--- src/rtl/cheri_id_ex_pipe_pkg.sv ---
// Shared types for the CHERI ID->EX handoff: decoded payload layout and operator encoding.
package cheri_id_ex_pipe_pkg;

    localparam int OPDW       = 8;
    localparam int MAX_PHASES = 4;

    typedef enum logic [2:0] {
        OP_ALU,
        OP_CSET_BOUNDS,
        OP_CRRL,
        OP_CRAM,
        OP_CLC,
        OP_CSC,
        OP_CMOVE,
        OP_CGET
    } cheri_op_e;

    typedef struct packed {
        logic [OPDW-1:0] operator;
        logic [11:0]     imm12;
        logic [19:0]     imm20;
        logic [20:0]     imm21;
        logic [4:0]      cs2;
        logic            rf_we;
        logic            multicycle;
    } cheri_dec_pl_t;

    localparam int PLW = $bits(cheri_dec_pl_t);

    function automatic logic [OPDW-1:0] opOneHot(input cheri_op_e op);
        return OPDW'(1) << int'(op);
    endfunction

endpackage

--- src/rtl/cheri_id_ex_pipe_skid.sv ---
// Generic one-entry skid holding register; a write wins over a simultaneous pop.
module cheri_skid_reg #(
    parameter int W = 8
) (
    input  logic         clk_i,
    input  logic         rst_i,
    input  logic         flush_i,
    input  logic         wr_i,
    input  logic [W-1:0] data_i,
    input  logic         rd_i,
    output logic         valid_o,
    output logic         ready_o,
    output logic [W-1:0] data_o
);

    logic         valid_q;
    logic [W-1:0] data_q;

    always_ff @(posedge clk_i) begin
        if (rst_i) begin
            valid_q <= 1'b0;
            data_q  <= '0;
        end else if (flush_i) begin
            valid_q <= 1'b0;
        end else if (wr_i) begin
            valid_q <= 1'b1;
            data_q  <= data_i;
        end else if (rd_i) begin
            valid_q <= 1'b0;
        end
    end

    assign valid_o = valid_q;
    assign ready_o = ~valid_q;
    assign data_o  = data_q;

endmodule

--- src/rtl/cheri_id_ex_pipe.sv ---
// Registered ID->EX handoff with one-entry skid and multicycle phase sequencing.
// Optional CHERI_ID_EX_PERF_EN adds saturating stall and multicycle-retire counters.
module cheri_id_ex_pipe
    import cheri_id_ex_pipe_pkg::*;
#(
    parameter  int NumPhases = 2,
    localparam int PhaseW    = (NumPhases > 1) ? $clog2(NumPhases) : 1
) (
    input  logic              clk_i,
    input  logic              rst_i,
    input  logic              flush_i,
    input  logic              in_valid_i,
    output logic              in_ready_o,
    input  logic [PLW-1:0]    in_pl_i,
    output logic              out_valid_o,
    input  logic              ex_ready_i,
    output logic [PLW-1:0]    out_pl_o,
    output logic [PhaseW-1:0] out_phase_o,
    output logic              out_last_o,
    output logic              busy_o
`ifdef CHERI_ID_EX_PERF_EN
    ,
    output logic [15:0]       stall_cnt_o,
    output logic [15:0]       mc_cnt_o
`endif
);

    logic              outValid_q, outValid_d;
    cheri_dec_pl_t     outPl_q, outPl_d;
    logic [PhaseW-1:0] phase_q, phase_d;

    logic           skValid, skReady, skWr, skRd;
    logic [PLW-1:0] skPl;
    logic           inFire, phFire, outLast, retire, loadSlot;

    assign inFire   = in_valid_i & skReady & ~flush_i;
    assign phFire   = outValid_q & ex_ready_i;
    assign outLast  = outValid_q & (~outPl_q.multicycle | (phase_q == PhaseW'(NumPhases - 1)));
    assign retire   = phFire & outLast;
    assign loadSlot = ~outValid_q | retire;

    // The skid only fills while the output slot stays occupied; it drains whenever the slot frees.
    assign skWr = inFire & (~loadSlot | skValid);
    assign skRd = loadSlot & skValid;

    cheri_skid_reg #(.W(PLW)) u_skid (
        .clk_i   (clk_i),
        .rst_i   (rst_i),
        .flush_i (flush_i),
        .wr_i    (skWr),
        .data_i  (in_pl_i),
        .rd_i    (skRd),
        .valid_o (skValid),
        .ready_o (skReady),
        .data_o  (skPl)
    );

    always_comb begin
        outValid_d = outValid_q;
        outPl_d    = outPl_q;
        phase_d    = phase_q;
        if (phFire & ~outLast) begin
            phase_d = phase_q + PhaseW'(1);
        end
        if (loadSlot) begin
            phase_d = '0;
            if (skValid) begin
                outValid_d = 1'b1;
                outPl_d    = skPl;
            end else if (inFire) begin
                outValid_d = 1'b1;
                outPl_d    = in_pl_i;
            end else begin
                outValid_d = 1'b0;
            end
        end
    end

    // Flush keeps the stale payload but kills validity; only reset clears the payload.
    always_ff @(posedge clk_i) begin
        if (rst_i) begin
            outValid_q <= 1'b0;
            outPl_q    <= '0;
            phase_q    <= '0;
        end else if (flush_i) begin
            outValid_q <= 1'b0;
            phase_q    <= '0;
        end else begin
            outValid_q <= outValid_d;
            outPl_q    <= outPl_d;
            phase_q    <= phase_d;
        end
    end

    assign in_ready_o  = skReady;
    assign out_valid_o = outValid_q;
    assign out_pl_o    = outPl_q;
    assign out_phase_o = phase_q;
    assign out_last_o  = outLast;
    assign busy_o      = outValid_q | skValid;

`ifdef CHERI_ID_EX_PERF_EN
    logic [15:0] stallCnt_q, mcCnt_q;

    always_ff @(posedge clk_i) begin
        if (rst_i) begin
            stallCnt_q <= '0;
            mcCnt_q    <= '0;
        end else begin
            if (outValid_q & ~ex_ready_i & (stallCnt_q != 16'hFFFF)) begin
                stallCnt_q <= stallCnt_q + 16'd1;
            end
            if (retire & outPl_q.multicycle & (mcCnt_q != 16'hFFFF)) begin
                mcCnt_q <= mcCnt_q + 16'd1;
            end
        end
    end

    assign stall_cnt_o = stallCnt_q;
    assign mc_cnt_o    = mcCnt_q;
`endif

endmodule

--- config.mk ---
export PLATFORM = sky130hd
export DESIGN_NAME = cheri_id_ex_pipe
export DESIGN_NICKNAME = d
export VERILOG_FILES = /design/src/rtl/cheri_id_ex_pipe_pkg.sv /design/src/rtl/cheri_id_ex_pipe_skid.sv /design/src/rtl/cheri_id_ex_pipe.sv
export SDC_FILE = /design/constraint.sdc
export NUM_CORES = 1
export LEC_CHECK = 0
export ABC_AREA = 0
export CAP_MARGIN = 20
export CORE_MARGIN = 2
export CORE_UTILIZATION = 44
export CTS_CLUSTER_DIAMETER = 30
export CTS_CLUSTER_SIZE = 40
export DETAILED_ROUTE_END_ITERATION = 10
export PLACE_DENSITY = 0.76
export SYNTH_ARGS = -nofsm -noshare
export SYNTH_HDL_FRONTEND = slang
export SYNTH_SLANG_ARGS = --single-unit
export TNS_END_PERCENT = 1
--- constraint.sdc ---
create_clock -name clk_i -period 1.4 [get_ports clk_i]
set_input_delay 0.21 -clock clk_i [delete_from_list [all_inputs] [get_ports clk_i]]
set_output_delay 0.21 -clock clk_i [all_outputs]
set_load 0.03 [all_outputs]
==> flow_summary.json <==
{
  "outcome": "finished with violations",
  "violations": "setup timing",
  "power.share.sequential_pct": 40.6,
  "die_area_sq_mm": 0.01380,
  "antenna_left": 0,
  "grt_first_pass_wirelength_mm": 25.96,
  "cts_tree": "done",
  "clock.fmax_mhz": 655.7,
  "clock_sinks": 139,
  "drive_gt1_share_pct": 22.73,
  "drt_iter0_markers": 338,
  "wl_met1_mm": 7.074,
  "top_layer_used": "met4",
  "multi_input_area_sq_mm": 0.002846,
  "pin_count": 146,
  "grtUsageTotal_pct": 23.29,
  "fp-row-count": 41,
  "worstPathArrival_ns": 1.86,
  "skew_ns": 0.009692,
  "rsz0062_at_grt": "true",
  "utilization_pct": 67.37,
  "area_growth_pct": 50.10,
  "synth_edf_count": 0,
  "min_from": "rst_i",
  "clk_path_buf_depth": 2,
  "pwr-share-clk_pct": 45.5,
  "async_flop_share_pct": 0,
  "htreeDepth": 4,
  "min_to": "u_skid.data_o[38]",
  "peakVddDrop_uv": 782.7,
  "max-cap-violations": 0,
  "fin_hold_ws_ns": 0.2301,
  "drc": 0,
  "netSwitchingFraction_pct": 24.98,
  "netlist_top_cells_count": "dfxtp_1 (139), a21oi_1 (136), nand2_1 (136)",
  "wl_met2_mm": 8.297,
  "num_antenna_cells": 0,
  "cts_hold_buf": 0,
  "post_drt_wl_per_cell_um": 17.31,
  "vias": 5224,
  "min_period_over_period_pct": 108.9,
  "power.density_mw_per_mm2": 1221,
  "startpoint_type": "flop",
  "hold_violations": 0,
  "pre_cts_slack_ns": -0.3632,
  "yosysMostFrequentCell": "dfxtp_1",
  "ys_warn_count": 0,
  "max_slew_margin_pct": 70.34,
  "grt_pass1_vias": 5234,
  "wl_mm": 16.54,
  "route.met3.wl_um": 910,
  "setup_viol": 64,
  "cts_made_buffers": 17,
  "start_util_pct": 44.88,
  "synth_top_cell_by_area": "dfxtp_1",
  "seq_area_sq_mm": 0.002795,
  "worstSetupEndpointType": "flop",
  "ys_seq_elements": 139,
  "maxSlewViolCount": 0,
  "syn_nets": 696,
  "crit_fanout": 20,
  "coreArea_sq_mm": 0.01262,
  "fill_cells": 959,
  "synth_top_area_share_pct": 49.13,
  "cts.clk_slew.worst_paths_ns": 0.06,
  "cp.required_ns": 1.74,
  "synth_area_leaders": "dfxtp_1 (49%), mux2i_1 (12%), a21oi_1 (12%)",
  "timing.rr.start": "u_skid.valid_o",
  "grt_remaining_overflow": 0,
  "fin_ws_ns": -0.1252,
  "power.leakage_uw": 0.002944,
  "drt-pass1-iter-count": 4,
  "viasPerCell": 5.470,
  "tightest_slew_ns": 0.4449,
  "gp_congestion": 0.7991,
  "switchingPower_uw": 2593,
  "synth_cell_type_count": 24,
  "hold_class": "in2reg",
  "period_minus_slack_ns": 1.525,
  "ys_seq_area_share_pct": 49.13,
  "final.setup.tns_ns": -3.887,
  "r2r_setup_slack_ns": -0.13,
  "nNetsFinal": 843,
  "syn_inst": 623,
  "power_uw": 10380,
  "cts_root_buf": "clkbuf_16",
  "syn_area_per_cell_sq_um": 9.092,
  "clock_latency_ns": 0.42,
  "antenna_found_initial": 0,
  "syn_area_sq_mm": 0.005664,
  "power_frac_comb_pct": 13.9,
  "port_buffers": 145,
  "rr_worst_depth": 6,
  "whs_path_depth": 2,
  "die_h_um": 117.5,
  "die_w_um": 117.5,
  "crit_type": "reg2reg",
  "synthFlopType": "dfxtp_1",
  "intPower_uw": 7788,
  "reg2reg_to": "u_skid.data_o[50]",
  "dpl.hpwl_mm": 10.22,
  "grt_max_degree": 53
}
## critical path, cell delays in order, from the launching register on
cell and delay, ns:
dfxtp_4 0.38, and4bb_1 0.30, a21boi_4 0.21, buf_4 0.16, clkbuf_16 0.19, nand2_1 0.07, a21oi_1 0.13
## metrics by stage
stage                     cell area [sq um]  std cells
final                                  8502        955
after global routing                   8502        955
after CTS                              8220        948
after detailed placement               7581        915
after global placement                 7581        915
after floorplan                        5678        623
## cells by family (layout without fill, tap and decap cells)
logic type      Yosys count  after routing  share of synthesized area, %
compound gates          208            208                         23.37
simple gates            146            146                         10.23
flops                   139            139                         49.13
mux                      69             69                         12.19
buf+inv                  61            221                         5.081
## metal layers
layer | track usage (%) | vias up
met1 | 28.15 | 2533
met3 | 7.025 | 23
met5 | 0 | -
met2 | 39.33 | 175
met4 | 8.358 | 0
li1 | - | 2493
## how the worst max path moves through the flow
stage | startpoint | slack (ns) | cells after the start | end
4_1_cts | out_phase_o | -0.18 | 3 | out_last_o
2_1_floorplan | out_pl_o[0] | -0.09 | 7 | out_pl_o[18]
3_5_place_dp | flush_i | -0.36 | 7 | u_skid.data_o[16]
5_1_grt | out_valid_o | -0.20 | 6 | u_skid.data_o[50]
6_report | u_skid.valid_o | -0.13 | 6 | u_skid.data_o[50]
3_3_place_gp | flush_i | -0.31 | 7 | u_skid.data_o[11]
## power groups by stage
| stage | sequential (uW) | clock, uW | combinational (uW) |
|---|---|---|---|
| global route | 4220 | 4950 | 1530 |
| floorplan | 4550 | 0 | 469 |
| finish | 4210 | 4720 | 1450 |
| detailed placement | 4290 | 0 | 1460 |
| global placement | 4290 | 0 | 1420 |
| CTS | 4210 | 4770 | 1380 |
## area by class of cell
type / instances / area share (%)
multi-input cells: 423 / 33.48
inverters: 2 / 0.08830
repair buffers: 187 / 23.61
flip-flops and latches: 139 / 32.88
clock inverters: 10 / 1.589
clock buffers: 22 / 5.828
well taps: 172 / 2.531
## flip-flops by register name (all words and copies together), names as in the netlist
name,flops
out_valid_o,1
out_pl_o,68
u_skid.data_o,68
out_phase_o,1
u_skid.valid_o,1
## repair_timing
action / CTS / global route
pin swaps: 0 / 11
setup buffers: 0 / 6
resized for setup: 100 / 100
gates cloned: 1 / 1
setup endpoints to repair: 145 / 162
## layout by cell type, fill, tap and decap left out, types with 2 or more instances in the layout
| master | count |
|---|---|
| a21oi_2 | 29 |
| clkbuf_16 | 19 |
| clkinvlp_4 | 2 |
| o21ai_4 | 2 |
| a211oi_2 | 37 |
| clkdlybuf4s15_1 | 27 |
| and2_4 | 2 |
| clkbuf_8 | 4 |
| buf_6 | 12 |
| dlygate4sd2_1 | 24 |
| clkinv_2 | 3 |
| dfxtp_1 | 135 |
| clkdlybuf4s15_2 | 3 |
| buf_4 | 13 |
| clkdlybuf4s50_1 | 71 |
| nand2_1 | 135 |
| a211oi_1 | 32 |
| a21oi_1 | 107 |
| bufinv_16 | 3 |
| mux2i_1 | 69 |
| clkbuf_2 | 14 |
| dfxtp_4 | 3 |
| buf_12 | 19 |
Note: power is estimated with default switching activity, not from simulation.
